==> src/rtl/stopwatch_pkg.sv <==
// Shared types and constants for the lap stopwatch: FSM state encoding,
// BCD time layout, digit limits, 7-segment patterns and a BCD increment helper.
package stopwatch_pkg;

   typedef enum logic [1:0] {
      IDLE  = 2'd0,
      RUN   = 2'd1,
      PAUSE = 2'd2
   } sw_state_t;

   localparam int NUM_DIGITS = 8;

   localparam logic [7:0] CC_MAX = 8'h99;
   localparam logic [7:0] SS_MAX = 8'h59;
   localparam logic [7:0] MM_MAX = 8'h59;
   localparam logic [7:0] HH_MAX = 8'h99;

   // bit7..bit0 = a,b,c,d,e,f,g,dp; dp left clear here, merged by the decoder
   localparam logic [7:0] SEG_0     = 8'hFC;
   localparam logic [7:0] SEG_1     = 8'h60;
   localparam logic [7:0] SEG_2     = 8'hDA;
   localparam logic [7:0] SEG_3     = 8'hF2;
   localparam logic [7:0] SEG_4     = 8'h66;
   localparam logic [7:0] SEG_5     = 8'hB6;
   localparam logic [7:0] SEG_6     = 8'hBE;
   localparam logic [7:0] SEG_7     = 8'hE0;
   localparam logic [7:0] SEG_8     = 8'hFE;
   localparam logic [7:0] SEG_9     = 8'hF6;
   localparam logic [7:0] SEG_BLANK = 8'h00;

   localparam logic [7:0] SEG_COM_IDLE = 8'hFF;

   // HH:MM:SS.cc, two BCD digits per field, HH tens in the top nibble
   typedef struct packed {
      logic [7:0] hh;
      logic [7:0] mm;
      logic [7:0] ss;
      logic [7:0] cc;
   } bcd_time_t;

   // Two-digit BCD increment that wraps to 00 after reaching lim
   function automatic logic [7:0] bcd2_inc(input logic [7:0] v, input logic [7:0] lim);
      logic [7:0] r;
      if (v == lim)
         r = 8'h00;
      else if (v[3:0] == 4'd9)
         r = {v[7:4] + 4'd1, 4'd0};
      else
         r = {v[7:4], v[3:0] + 4'd1};
      return r;
   endfunction

endpackage

==> src/rtl/seg7_decode.sv <==
// BCD digit plus decimal point to 7-segment pattern (1 = segment on).
// Codes 10-15 produce a fully blank pattern, dp included.
module seg7_decode
   import stopwatch_pkg::*;
(
   input  logic [3:0] bcd,
   input  logic       dp,
   output logic [7:0] seg
);

   logic [7:0] pat;

   // Digit lookup, dp merged only for valid BCD codes
   always_comb begin
      pat = SEG_BLANK;
      case (bcd)
         4'd0:    pat = SEG_0;
         4'd1:    pat = SEG_1;
         4'd2:    pat = SEG_2;
         4'd3:    pat = SEG_3;
         4'd4:    pat = SEG_4;
         4'd5:    pat = SEG_5;
         4'd6:    pat = SEG_6;
         4'd7:    pat = SEG_7;
         4'd8:    pat = SEG_8;
         4'd9:    pat = SEG_9;
         default: pat = SEG_BLANK;
      endcase
      seg = (bcd <= 4'd9) ? {pat[7:1], dp} : SEG_BLANK;
   end

endmodule

==> src/rtl/lap_stopwatch.sv <==
// Lap stopwatch: HH:MM:SS.cc BCD counter with start/clear control FSM and
// an 8-digit multiplexed common-cathode display driver.
// Optional lap-hold freeze of the display is built when LAP_HOLD_EN is defined;
// otherwise the lap input is unused and lap_hold is tied low.
//
// state | meaning
// IDLE  | counter and prescaler held at zero, waiting for start
// RUN   | prescaler advancing, counter incrementing on each tick
// PAUSE | counter and prescaler frozen; start resumes, clear returns to IDLE
module lap_stopwatch
   import stopwatch_pkg::*;
#(
   parameter int CLK_HZ  = 1000,
   parameter int TICK_HZ = 100
)
(
   input  logic       clk,
   input  logic       rst,
   input  logic       start,
   input  logic       clear,
   input  logic       lap,
   output logic [7:0] seg_data,
   output logic [7:0] seg_com,
   output logic       running,
   output logic       lap_hold
);

   localparam int DIV = CLK_HZ / TICK_HZ;
   localparam int PW  = (DIV > 1) ? $clog2(DIV) : 1;
   localparam int IW  = $clog2(NUM_DIGITS);

`ifdef LAP_HOLD_EN
   localparam int NB = 3;
   logic [NB-1:0] btn_raw;
   assign btn_raw = {lap, clear, start};
`else
   localparam int NB = 2;
   logic [NB-1:0] btn_raw;
   logic          unused_lap;
   assign btn_raw    = {clear, start};
   assign unused_lap = lap;
`endif

   logic [NB-1:0] sync1, sync2, sync3, btn_pulse;
   logic          start_p, clear_p;
   sw_state_t     state;
   logic [PW-1:0] presc;
   logic          tick, zero_cnt;
   bcd_time_t     cnt, cnt_nxt, disp;
   logic [NUM_DIGITS-1:0][3:0] dig;
   logic [IW-1:0] idx;
   logic [3:0]    cur_bcd;
   logic          cur_dp;
   logic [7:0]    seg_nxt;

   // Two-flop synchronizer then a registered rising-edge pulse per button
   always_ff @(posedge clk or negedge rst) begin
      if (!rst) begin
         sync1     <= '0;
         sync2     <= '0;
         sync3     <= '0;
         btn_pulse <= '0;
      end else begin
         sync1     <= btn_raw;
         sync2     <= sync1;
         sync3     <= sync2;
         btn_pulse <= sync2 & ~sync3;
      end
   end

   assign start_p = btn_pulse[0];
   assign clear_p = btn_pulse[1];

   // Control FSM; running (and lap_hold when built) registered alongside state
   always_ff @(posedge clk or negedge rst) begin
      if (!rst) begin
         state   <= IDLE;
         running <= 1'b0;
`ifdef LAP_HOLD_EN
         lap_hold <= 1'b0;
`endif
      end else begin
         case (state)
            IDLE: begin
               if (start_p) begin
                  state   <= RUN;
                  running <= 1'b1;
               end
            end
            RUN: begin
               if (start_p) begin
                  state   <= PAUSE;
                  running <= 1'b0;
`ifdef LAP_HOLD_EN
                  lap_hold <= 1'b0;
`endif
               end
`ifdef LAP_HOLD_EN
               else if (btn_pulse[2]) begin
                  lap_hold <= ~lap_hold;
               end
`endif
            end
            PAUSE: begin
               if (clear_p) begin
                  state <= IDLE;
               end else if (start_p) begin
                  state   <= RUN;
                  running <= 1'b1;
               end
            end
            default: begin
               state   <= IDLE;
               running <= 1'b0;
            end
         endcase
      end
   end

   assign zero_cnt = (state == IDLE) || ((state == PAUSE) && clear_p);
   assign tick     = (state == RUN) && (presc == PW'(DIV - 1));

   // Prescaler: advances in RUN, holds in PAUSE, zeroed in IDLE
   always_ff @(posedge clk or negedge rst) begin
      if (!rst)
         presc <= '0;
      else if (zero_cnt)
         presc <= '0;
      else if (state == RUN)
         presc <= tick ? '0 : presc + PW'(1);
   end

   // Ripple carry through all four BCD fields within one cycle
   always_comb begin
      cnt_nxt    = cnt;
      cnt_nxt.cc = bcd2_inc(cnt.cc, CC_MAX);
      if (cnt.cc == CC_MAX)
         cnt_nxt.ss = bcd2_inc(cnt.ss, SS_MAX);
      if ((cnt.cc == CC_MAX) && (cnt.ss == SS_MAX))
         cnt_nxt.mm = bcd2_inc(cnt.mm, MM_MAX);
      if ((cnt.cc == CC_MAX) && (cnt.ss == SS_MAX) && (cnt.mm == MM_MAX))
         cnt_nxt.hh = bcd2_inc(cnt.hh, HH_MAX);
   end

   // Time counter
   always_ff @(posedge clk or negedge rst) begin
      if (!rst)
         cnt <= '0;
      else if (zero_cnt)
         cnt <= '0;
      else if (tick)
         cnt <= cnt_nxt;
   end

`ifdef LAP_HOLD_EN
   bcd_time_t snap;

   // Snapshot taken on the same lap edge that sets lap_hold
   always_ff @(posedge clk or negedge rst) begin
      if (!rst)
         snap <= '0;
      else if ((state == RUN) && btn_pulse[2] && !lap_hold && !start_p)
         snap <= cnt;
   end

   assign disp = lap_hold ? snap : cnt;
`else
   assign lap_hold = 1'b0;
   assign disp     = cnt;
`endif

   assign dig     = disp;
   assign cur_bcd = dig[IW'(NUM_DIGITS - 1) - idx];
   assign cur_dp  = (idx == IW'(1)) || (idx == IW'(3)) || (idx == IW'(5));

   seg7_decode u_seg7_decode (
      .bcd (cur_bcd),
      .dp  (cur_dp),
      .seg (seg_nxt)
   );

   // Display scan: outputs registered one clock behind the index they encode
   always_ff @(posedge clk or negedge rst) begin
      if (!rst) begin
         idx      <= '0;
         seg_data <= SEG_BLANK;
         seg_com  <= SEG_COM_IDLE;
      end else begin
         idx      <= idx + IW'(1);
         seg_data <= seg_nxt;
         seg_com  <= ~(8'h80 >> idx);
      end
   end

endmodule

==> config.mk <==
export PLATFORM = sky130hd
export DESIGN_NAME = lap_stopwatch
export DESIGN_NICKNAME = d
export VERILOG_FILES = /design/src/rtl/stopwatch_pkg.sv /design/src/rtl/seg7_decode.sv /design/src/rtl/lap_stopwatch.sv
export SDC_FILE = /design/constraint.sdc
export NUM_CORES = 1
export LEC_CHECK = 0
export BUFFER_PORTS_ARGS = -buffer_cell sky130_fd_sc_hd__buf_2
export CORE_MARGIN = 3
export CORE_UTILIZATION = 45
export CTS_BUF_LIST = sky130_fd_sc_hd__clkbuf_8
export DETAILED_ROUTE_END_ITERATION = 12
export PLACE_DENSITY = 0.69
export SLEW_MARGIN = 20
export SYNTH_ARGS = -nofsm -noshare
export SYNTH_HDL_FRONTEND = slang
export SYNTH_SLANG_ARGS = --single-unit
==> constraint.sdc <==
create_clock -name clk -period 3 [get_ports clk]
set_input_delay 0.45 -clock clk [delete_from_list [all_inputs] [get_ports clk]]
set_output_delay 0.45 -clock clk [all_outputs]
set_load 0.01 [all_outputs]
* After elaboration in Yosys (flattened, before gate mapping)
Memories as Yosys holds them, arrays and structs flattened. Cells that the tools add are included.
Word-level totals: flip-flop bits (word level) 66, bits in read-only memories 112, input port bits 5, logic and storage cells 104, memories kept 1
Operators by class: $add $sub $neg 11, $lt $le $gt $ge 2, equal/unequal tests 16, shifts and indexed selects 1, multiplexer cells 27, bitwise gates (word level) 3, reduce and logical (&&, ||, !) cells 25
Memories:
- (name not given) | words 16, width 7, read ports 1, clocked after memory_dff 0, write ports 0, RTL line seg7_decode.sv:16 | case (bcd)
Operators by type and width (count):
- $mux W8 | 12
- $mux W32 | 2
- $add A4 B1 Y4 const B | 9
- $eq A4 B4 Y1 const B | 5
- $eq A8 B7 Y1 const B | 2
- $eq A8 B8 Y1 const B | 2
- $mux W4 | 4
- $bmux W4 S3 | 1
- $reduce_bool A3 Y1 | 4
- $reduce_and A2 Y1 | 5
- $reduce_bool A2 Y1 | 5
- $reduce_and A3 Y1 | 3
- $not A8 Y8 | 1
- $shr A8 B3 Y8 const A | 1
- $mux W2 | 3
- $pmux W2 S3 | 1
- $le A4 B4 Y1 const B | 1
- $logic_and A1 B1 Y1 | 4
- $lt A3 B4 Y1 const B | 1
- $ne A2 B2 Y1 const B | 2
- $add A3 B1 Y3 const B | 1
- $eq A3 B1 Y1 const B | 1
- $eq A3 B2 Y1 const B | 1
- $eq A3 B3 Y1 const B | 1
- 9 further kinds | 13

* Depth between registers and ports, before layout
Gate-level depths: netlist (run 1).
depth in word-level cells 6, mapped depth 8, gate-level depth less buffers 7

* Modules after synthesis
From an unflattened synthesis (run 1), not the netlist that was laid out.
Second synthesis, totals: cells, all modules 340, area total of the unflattened synthesis 3584.7 um^2
By module, submodules not included:
- lap_stopwatch | times used 1, cells an instance 308, area each 3358.2 um^2, sequential area each 1661.6 um^2
- seg7_decode | times used 1, cells an instance 32, area each 226.5 um^2, sequential area each 0.0 um^2

* Worst setup path before layout (run 1)
Ideal clock, no wire load.
path kind register to register, start point reg idx[0], end point reg seg_data[5], arrival 2149 ps, required time 2866 ps, path slack 717 ps, stages on the path, launching flop included 9, path buffers 1, cells stage by stage dfrtp_1 buf_6 mux4_1 mux2i_1 inv_1 ha_1 o21a_4 a21oi_2 a31oi_1
Between the ends: longest elaborated chain between the ends 5, elaborated cells between the ends (all ways) 6, classes of those cells 1 x add/sub; 1 x order compare; 3 x mux; 1 x memory
Ends and longest elaborated chain:
- start, declared | RTL line lap_stopwatch.sv:51 | logic [IW-1:0] idx;
- start signal, assigned | RTL line lap_stopwatch.sv:189 | idx <= idx + IW'(1);
- $sub A3 B3 Y3 (*) | RTL line lap_stopwatch.sv:173 | assign cur_bcd = dig[IW'(NUM_DIGITS - 1) - idx];
- $bmux W4 S3 (*) | RTL line lap_stopwatch.sv:173
- $mux W4 (implied by the code) (*) | RTL line lap_stopwatch.sv:173
- $mem_v2 Z16 W7 / $le A4 B4 Y1 (equally long branches)
- $mux W8 (*) | RTL line seg7_decode.sv:29 | seg = (bcd <= 4'd9) ? {pat[7:1], dp} : SEG_BLANK;
- via seg_nxt[5] | RTL line lap_stopwatch.sv:54 | logic [7:0] seg_nxt;
- end signal, assigned | RTL line lap_stopwatch.sv:190 | seg_data <= seg_nxt;
- end, declared | RTL line lap_stopwatch.sv:22 | output logic [7:0] seg_data,
Mark *: on every way through the listed nets, which the timed path passes. The rest lies on a longest branch. The select of a mux whose other input is x is not followed. A chain may end at the register's enable or synchronous reset.

* Final worst setup path (run 1)
Same ends and word-level chain as after synthesis.

==> results of run 1 <==
[power groups by stage]
stage	clock [uW]	sequential (uW)	combinational [uW]
6_report	868	1090	677
5_1_grt	933	1110	773
4_1_cts	897	1090	683
3_5_place_dp	0	1100	681
3_3_place_gp	0	1100	660
2_1_floorplan	0	1060	563
[per-stage QoR]
stage | hold WS [ns] | utilization
floorplan | 0.154 | -
global placement | 0.335 | 0.504
detailed placement | 0.337 | 0.504
CTS | 0.177 | 0.536
global route | 0.186 | 0.536
finish | 0.164 | 0.536
[area by class of cell]
class / instances / area (um2) / share of cell area
multi-input cells: 229 / 1730 / 0.434
clock buffers: 11 / 151 / 0.0379
inverters: 23 / 86.3 / 0.0216
clock inverters: 5 / 85.1 / 0.0213
well taps: 99 / 124 / 0.0310
flip-flops and latches: 66 / 1660 / 0.416
repair buffers: 25 / 150 / 0.0376
[worst max-delay path, delay by kind of cell, from the launching register on]
| kind | cells | cell delay [ns] |
|---|---|---|
| AO/OA/AOI/OAI | 3 | 0.50 |
| adder cells (fa/ha/maj) | 1 | 0.23 |
| buffers and inverters | 2 | 0.22 |
| flip-flops | 1 | 0.56 |
| multiplexers | 2 | 0.82 |
[cell families (layout without fill, tap and decap cells)]
group	after synthesis	after routing
and+or+nand+nor	105	105
AOI/OAI and AO/OA	74	74
DFF	66	66
buffers and inverters	34	64
adders and majority gates	29	29
muxes	14	14
xor gates and xnor gates	6	6
other	1	1
[cells in the final DEF (no fill, tap or decap), types with 5 or more instances in the layout]
master / Yosys / routed
nand3b_1: 8 / 8
o21ai_0: 28 / 28
inv_1: 22 / 22
xor2_1: 6 / 6
dfstp_2: 8 / 8
nor2b_1: 8 / 8
a21oi_1: 13 / 13
nand2_1: 31 / 31
buf_2: 4 / 20
nand4_1: 7 / 7
clkbuf_8: 0 / 11
nand3_1: 9 / 9
ha_1: 29 / 29
nor3_1: 5 / 5
nor2_1: 19 / 19
dfrtp_1: 58 / 58
a21o_1: 5 / 5
o31ai_1: 6 / 6
[routing by layer]
layer | GRT usage | vias to the layer above
met3 | 0.0534 | 7
met5 | 0 | -
met1 | 0.211 | 1213
met4 | 0.0505 | 0
met2 | 0.261 | 41
li1 | - | 1213
[sequential cells by signal, summed over array words and instances, names as in the netlist]
| signal | flops |
|---|---|
| btn_pulse | 2 |
| running | 1 |
| cnt | 32 |
| idx | 3 |
| sync2 | 2 |
| seg_com | 8 |
| seg_data | 8 |
| state | 2 |
| presc | 4 |
| sync3 | 2 |
| sync1 | 2 |
[path summary, 6_finish.rpt]
| kind | from | to | slack, ns | depth (start not counted) |
|---|---|---|---|---|
| worst min register to register | sync1[1]$_DFF_PN0_ | sync2[1]$_DFF_PN0_ | 0.35 | 0 |
| worst min-delay path | rst | seg_data[5]$_DFF_PN0_ | 0.16 | 1 |
| max in group asynchronous | rst | cnt[21]$_DFFE_PN0P_ | 2.21 | 2 |
| min in group clk | clear | sync1[1]$_DFF_PN0_ | 0.21 | 1 |
| worst max register to register | idx[0]$_DFF_PN0_ | seg_data[5]$_DFF_PN0_ | 0.55 | 8 |
| worst max-delay path | idx[0]$_DFF_PN0_ | seg_data[5]$_DFF_PN0_ | 0.55 | 8 |
==> out/qor.yml, run 1 <==
drtIter0Drc: 94
avgRoutedWirePerCell_um: 14.3
postSynth.asyncResetShare: 1.00
start_kind: "flop"
synth_top_cell_by_area: "dfrtp_1"
p_leak_uw: 0.00181
setup_violations: 0
hold_path.class: "in2async"
p_sw_uw: 870
synth-main-ff-cell: "dfrtp_1"
insertion_delay_ns: 0.34
synth_edf_count: 0
fillers: 649
drv_cap: 0
relSlewSlack: 0.496
power_frac_clock: 0.330
synth.top_cell.area_share: 0.407
synth_common_cells: "58 x dfrtp_1, 31 x nand2_1, 29 x ha_1, 28 x o21ai_0, 22 x inv_1"
dp_slack_ns: 0.556
first_pass_iters: 4
cts_setup_buffers: 0
swShare: 0.331
cp.arrival_ns: 2.68
finalHoldViolCount: 0
start_util: 0.478
dp_hpwl_mm: 4.75
m1WireLength_mm: 3.04
grt_first_pass_wirelength_mm: 11.2
yosysMostFrequentCell: "dfrtp_1"
clock.fmax_mhz: 407
final_cells: 458
cts_tree: "built"
dpl_cell_area_um2: 3760
via_count: 2474
seq_power_share: 0.413
place_inst: 442
grt_overflow: 0
powerDensity_nw_per_um2: 659
core-area_um2: 7450
area_growth_pct: 12.1
cts_inserted_buffers: 9
antennaDiodeCount: 0
critPathCaptureType: "flop"
gpl.final_weighted_congestion: 0.833
grt_usage: 0.164
root_buffer: "clkbuf_8"
crit_path_max_incr_delay_ns: 0.65
p_int_uw: 1760
synth_fa_ha_area_frac: 0.102
drt-vias-per-instance: 5.40
fin_ws_ns: 0.545
skew_ns: 0.00729
h-tree-depth: 3
rows: 31
clock-sinks: 66
topRoutingLayerUsed: "met4"
fin_crit_sh: 0.818
critPathSlowestCell: "mux4_1"
yosys_warnings: 0
synth_nets: 363
crit_type: "reg2reg"
fin_setup_tns_ns: 0
die_h_um: 95.0
portBuffers: 20
total_power_uw: 2630
synth.area.top_cells: "dfrtp_1 41%, ha_1 10%, dfstp_2 5.9%, o21ai_0 3.9%, nand2_1 3.3%"
peakVddDrop_v: 0.000385
yosys.area_share.simple: 0.152
cts_buffer_depth: 2
grt_max_degree: 35
wl_met2_mm: 3.11
rsz0062_at_grt: "no"
synth_area_um2: 3560
status: "finished, final reports clean"
drive_gt1_frac: 0.192
routed_wl_mm: 6.53
cts_resized: 0
drc: 0
clk_pin_slew_ns: 0.08
synth.area.mux_share: 0.0790
synth_seq_area_share: 0.466
crit_chain: "mux4_1 > mux2i_1 > buf_4 > inv_1 > ha_1 > o21a_4 > a21oi_2 > a31oi_1"
drtAntennaViolNets: 0
synth_top_family_by_area: "simple AND/OR/NAND/NOR gates"
p_comb_frac: 0.257
avgSynthCellArea_um2: 10.8
crit_fanout: 8
antenna_found_initial: 0
synth-compound-area-share: 0.138
die-area_um2: 9020
final.min_clock_period_ns: 2.45
synth_seq_cells: 66
synth_cells: 329
yosysUniqueCellTypes: 57
design_area_um2: 3990
synth_xor_area_frac: 0.0148
dieWidth_um: 95.0
nets: 388
finalMaxSlewViolations: 0
required_ns: 3.22
pin_count: 23
worst_pin_slew_ns: 0.755
holdBufCountCts: 0
grt_pass1_vias: 2336
route.met3.wl_um: 309
No activity file was read; power rests on OpenSTA's default activity.
==> run 2: changes to the inputs <==
Clock period 3 ns to 2.3 ns, I/O delays scaled along.
==> run 2 against run 1 <==
Effect of this change:
- sequential power increased by 28%
- cell count increased by 3.1%
- setup slack got worse by 0.42 ns
- register-to-register slack got worse by 0.42 ns
- first-iteration DRC count increased by 65%
- via count increased by 3.1%
- count of clock-buffer cells in the layout decreased by 2
- worst hold slack got worse by 0.051 ns
- total power increased by 31%
- largest cell class unchanged
==> out/qor.yml, run 2 (synthesis results as in run 1) <==
hold_start: "clear"
reg_top3: "cnt: 32 flops, seg_com: 8 flops, seg_data: 8 flops"
final_util: 0.549  # +0.0131
clock-sinks: 66  # unchanged
cts_setup_buffers: 0  # unchanged
crit_fanout: 5  # -3
whs_path_depth: 1
clk_pin_slew_ns: 0.07  # about the same
hold_ws_ns: 0.112  # -0.0514 ns
final_cells: 472  # +3.1%
rsz0062_at_grt: "no"
powerDensity_nw_per_um2: 842  # +28%
drv_cap: 0  # unchanged
peakVddDrop_v: 0.000437  # +14%
rows: 31  # unchanged
antenna_found_initial: 0  # unchanged
dieWidth_um: 95.0  # unchanged
routed_wl_mm: 6.73  # +3.1%
status: "finished, final reports clean"
insertion_delay_ns: 0.33  # about the same
drt-vias-per-instance: 5.40  # about the same
drive_gt1_frac: 0.217  # +0.0250
required_ns: 2.50  # -0.72 ns
grt_overflow: 0  # unchanged
grt_first_pass_wirelength_mm: 11.6  # +4.0%
critPathCaptureType: "flop"
via_count: 2550  # +3.1%
final.min_clock_period_ns: 2.17  # -0.280 ns
avgRoutedWirePerCell_um: 14.3  # about the same
clock.fmax_mhz: 460  # +13%
crit_chain: "mux4_1 > mux2i_1 > inv_1 > ha_1 > o21a_4 > a21oi_4 > a31oi_1"
h-tree-depth: 3  # unchanged
crit_cells: 7  # -1
root_buffer: "clkbuf_8"
critPathBufInv: 1  # -1
cp.arrival_ns: 2.38  # -0.30 ns
drc: 0  # unchanged
start_kind: "flop"
place_inst: 455  # +2.9%
critPathSlowestCell: "mux4_1"
pin_count: 23  # unchanged
grt_usage: 0.167  # +0.00372
setup_violations: 0  # unchanged
cts_tree: "built"
dp_hpwl_mm: 4.87  # +2.6%
relSlewSlack: 0.622  # +0.127
crit_path_max_incr_delay_ns: 0.58  # -0.07 ns
cp_top_family: "multiplexers"
reg2reg_depth: 7  # -1
fin_crit_sh: 0.945  # +0.127
largest_reg_flops: 32  # unchanged
cts_inserted_buffers: 9  # unchanged
area_growth_pct: 14.8
antennaDiodeCount: 0  # unchanged
hold_path.class: "in2reg"
skew_ns: 0.0119  # +0.00458 ns
grt_max_degree: 43  # +23%
final_common_cell: "dfrtp_1"
drtIter0Drc: 155  # +65%
worstSetupStartpoint: "idx[0]$_DFF_PN0_"
gpl.final_weighted_congestion: 0.894  # +7.3%
start_util: 0.478  # unchanged
cts_buffer_depth: 2  # unchanged
fillers: 647  # -0.31%
p_leak_uw: 0.00187  # +3.7%
finalMaxSlewViolations: 0  # unchanged
core-area_um2: 7450  # unchanged
fin_setup_tns_ns: 0  # unchanged
crit_type: "reg2reg"
finalHoldViolCount: 0  # unchanged
die_h_um: 95.0  # unchanged
first_pass_iters: 4  # unchanged
portBuffers: 20  # unchanged
grt_pass1_vias: 2504  # +7.2%
top_register: "cnt"
r2r-start: "idx[0]$_DFF_PN0_"
nets: 402  # +3.6%
drtAntennaViolNets: 0  # unchanged
final_cell_mix: "57 x dfrtp_1, 31 x nand2_1, 29 x ha_1"
worst_pin_slew_ns: 0.566  # -0.188 ns
die-area_um2: 9020  # unchanged
run 2: through the flow:
step	cell area, um2	power (uW)	setup WS [ns]
floorplan	3560	2110	0.0167
global placement	3850	2360	0.131
detailed placement	3850	2390	0.0683
CTS	4080	3470	0.0384
global route	4090	3670	0.0105
finish	4090	3440	0.126
run 2: path summary, 6_finish.rpt:
kind | end | slack, ns
worst max-delay path | seg_data[5]$_DFF_PN0_ | 0.13
worst min-delay path | sync1[1]$_DFF_PN0_ | 0.11
worst max register to register | seg_data[5]$_DFF_PN0_ | 0.13
worst min register to register | sync2[1]$_DFF_PN0_ | 0.36
max in group asynchronous | cnt[23]$_DFFE_PN0P_ | 1.14
min in group asynchronous | seg_data[4]$_DFF_PN0_ | 0.53
run 2: cell type report:
type	instances	area, um2	share of cell area
multi-input combinational	229	1740	0.426
clock inverter	7	93.8	0.0229
inverter	23	86.3	0.0211
timing repair buffer	39	258	0.0630
tap	99	124	0.0303
clock buffer	9	124	0.0303
sequential	66	1660	0.407
run 2: report_power, final:
part / total, uW / switching, uW / internal [uW]
clock network: 1050 / 443 / 610
registers: 1390 / 122 / 1270
logic: 998 / 586 / 411
run 2: layer usage:
metal / global-route usage / up-vias / share of wire / routed length (um)
met5: 0 / - / 0 / 0
met4: 0.0505 / 0 / 0.0071 / 48
met3: 0.0566 / 5 / 0.054 / 364
met2: 0.272 / 58 / 0.48 / 3260
met1: 0.211 / 1239 / 0.45 / 3060
li1: - / 1248 / - / -
run 2: repair_timing:
| item | 4_1_cts | 5_1_grt |
|---|---|---|
| gates resized for setup | 0 | 2 |
| setup endpoints to repair | 0 | 4 |
| hold buffers | 1 | 0 |
| hold endpoints to repair | 12 | 0 |
==> run 3: changes to the inputs <==
Settings changed: BUFFER_PORTS_ARGS -buffer_cell sky130_fd_sc_hd__buf_2 to not set, CORE_ASPECT_RATIO set to 0.8, DONT_BUFFER_PORTS set to 1, PLACE_DENSITY 0.69 to 0.67.
==> run 3 against run 2 <==
Effect of this change:
- non-clock buffer count decreased by 16
- via count decreased by 3.2%
- setup slack lost 0.013 ns
- sequential cell count is the same
- cell area down 2.3%
- routed wire length is 0.89% higher
- cell count down 2.3%
- first-iteration DRC count shrank 31%
- count of clock-buffer cells in the layout increased by 3
- global-route usage shrank 0.17 points
- critical endpoint is now seg_data[2]$_DFF_PN0_
==> out/qor.yml, run 3 (synthesis results as in run 1) <==
drtAntennaViolNets: 0  # unchanged
die-area_um2: 9030  # about the same
drive_gt1_frac: 0.185  # -0.0318
setup_violations: 0  # unchanged
relSlewSlack: 0.662  # +0.0394
first_pass_iters: 4  # unchanged
p_sw_uw: 1130  # -1.9%
required_ns: 2.52  # +0.02 ns
clock.fmax_mhz: 457  # -0.60%
critPathSlowestCell: "mux4_1"
dieWidth_um: 105  # +11%
antennaDiodeCount: 0  # unchanged
gpl.final_weighted_congestion: 0.825  # -7.7%
area_growth_pct: 12.2
start_kind: "flop"
worstSetupStartpoint: "idx[0]$_DFF_PN0_"
hold_path.class: "in2reg"
h-tree-depth: 3  # unchanged
grt_first_pass_wirelength_mm: 11.8  # +1.2%
core-area_um2: 7530  # +1.1%
die_h_um: 85.6  # -9.9%
drc: 0  # unchanged
grt_pass1_vias: 2406  # -3.9%
rows: 28  # -9.7%
grt_overflow: 0  # unchanged
p_leak_uw: 0.00181  # -3.2%
cp.arrival_ns: 2.41  # +0.03 ns
via_count: 2468  # -3.2%
grt_max_degree: 67  # +56%
worst_pin_slew_ns: 0.502  # -0.0644 ns
largest_reg_flops: 32  # unchanged
crit_path_max_incr_delay_ns: 0.59  # about the same
peakVddDrop_v: 0.000326  # -26%
final_cell_mix: "57 x dfrtp_1, 31 x nand2_1, 29 x ha_1"
routed_wl_mm: 6.79  # +0.89%
cp-endpoint: "seg_data[2]$_DFF_PN0_"
final.min_clock_period_ns: 2.19  # +0.0132 ns
reg_top3: "cnt: 32 flops, seg_com: 8 flops, seg_data: 8 flops"
cts_setup_buffers: 0  # unchanged
fillers: 664  # +2.6%
swShare: 0.342  # +0.00735
rsz0062_at_grt: "no"
drtIter0Drc: 107  # -31%
reg2reg_depth: 7  # unchanged
root_buffer: "clkbuf_8"
crit_fanout: 5  # unchanged
critPathCaptureType: "flop"
clock-sinks: 66  # unchanged
cts_buffer_depth: 2  # unchanged
drv_cap: 0  # unchanged
cts_inserted_buffers: 9  # unchanged
portBuffers: 0  # -100%
seq_power_share: 0.423  # +0.019
final_common_cell: "dfrtp_1"
insertion_delay_ns: 0.34  # about the same
fin_crit_sh: 0.951  # +0.00572
fin_setup_tns_ns: 0  # unchanged
r2r_setup_slack_ns: 0.11  # about the same
hold_ws_ns: 0.0255  # -0.0869 ns
design_area_um2: 4000  # -2.3%
grt_usage: 0.166  # -0.00168
dpl_cell_area_um2: 3770  # -2.1%
cts_tree: "built"
p_int_uw: 2170  # -5.1%
total_power_uw: 3300  # -4.0%
avgRoutedWirePerCell_um: 14.7  # +3.3%
powerDensity_nw_per_um2: 827  # -1.8%
status: "finished, final reports clean"
power_frac_clock: 0.268  # -0.038
dp_hpwl_mm: 4.84  # -0.66%
top_register: "cnt"
clk_pin_slew_ns: 0.07  # about the same
nets: 386  # -4.0%
reg2reg_to: "seg_data[2]$_DFF_PN0_"
skew_ns: 0.00909  # -0.00277 ns
drt-vias-per-instance: 5.35  # -0.91%
crit_type: "reg2reg"
crit_chain: "mux4_1 > mux2i_1 > inv_1 > ha_1 > o21a_4 > a21oi_2 > a31oi_1"
r2r-start: "idx[0]$_DFF_PN0_"
finalMaxSlewViolations: 0  # unchanged
pin_count: 23  # unchanged
finalHoldViolCount: 0  # unchanged
p_comb_frac: 0.308  # +0.018
start_util: 0.473  # -0.00540
antenna_found_initial: 0  # unchanged
[run 3: changes by cell type in the layout (fill, tap and decap cells not counted), moves of 2 or more]
cell       previous run  this run
buf_2                20         0
buf_4                17        21
clkbuf_8              9        12
bufinv_16             2         0
clkinv_4              2         0
[run 3: worst min-delay path by stage]
stage	cells past startpoint	to	start
floorplan	0	btn_pulse[0]$_DFF_PN0_	rst
global placement	0	cnt[2]$_DFFE_PN0P_	rst
detailed placement	0	cnt[2]$_DFFE_PN0P_	rst
CTS	0	sync1[1]$_DFF_PN0_	clear
global route	0	sync1[0]$_DFF_PN0_	start
finish	0	sync1[0]$_DFF_PN0_	start
[run 3: through the flow]
stage	worst slack, ns	utilization	instances
2_1_floorplan	0.0167	-	329
3_3_place_gp	0.0957	0.501	444
3_5_place_dp	0.0416	0.501	444
4_1_cts	0.0271	0.530	461
5_1_grt	0.00914	0.531	461
6_report	0.112	0.531	461
[run 3: timing repair]
action                     4_1_cts  5_1_grt
hold endpoints to repair        66        0
setup endpoints to repair        0        7
hold buffers                     2        0
resized for setup                0        2
[run 3: worst max-delay path, delay by kind of cell, from the launching register on]
family                     cells  cell delay (ns)
muxes                          2             0.78
AOI/OAI and AO/OA              3             0.53
DFF                            1             0.43
adders and majority gates      1             0.24
buffers and inverters          1             0.09
[run 3: layout make-up]
class,instances,area [um2],area share
flip-flops and latches,66,1660,0.416
inverters,23,86.3,0.0216
multi-input cells,229,1740,0.435
clock inverters,3,16.3,0.00407
clock buffers,12,165,0.0413
repair buffers,23,195,0.0488
well taps,105,131,0.0329
[run 3: per-layer routing]
metal	vias up	track usage	part of all wire
li1	1202	-	-
met1	1209	0.243	0.50
met2	53	0.243	0.43
met3	4	0.0384	0.058
met4	0	0.0536	0.0040
met5	-	0	0
[run 3: power by group through the flow]
stage | sequential, uW | combinational, uW | clock (uW)
6_report | 1400 | 1020 | 887
5_1_grt | 1420 | 1160 | 970
3_3_place_gp | 1420 | 946 | 0
3_5_place_dp | 1420 | 977 | 0
4_1_cts | 1400 | 1020 | 922
2_1_floorplan | 1380 | 734 | 0
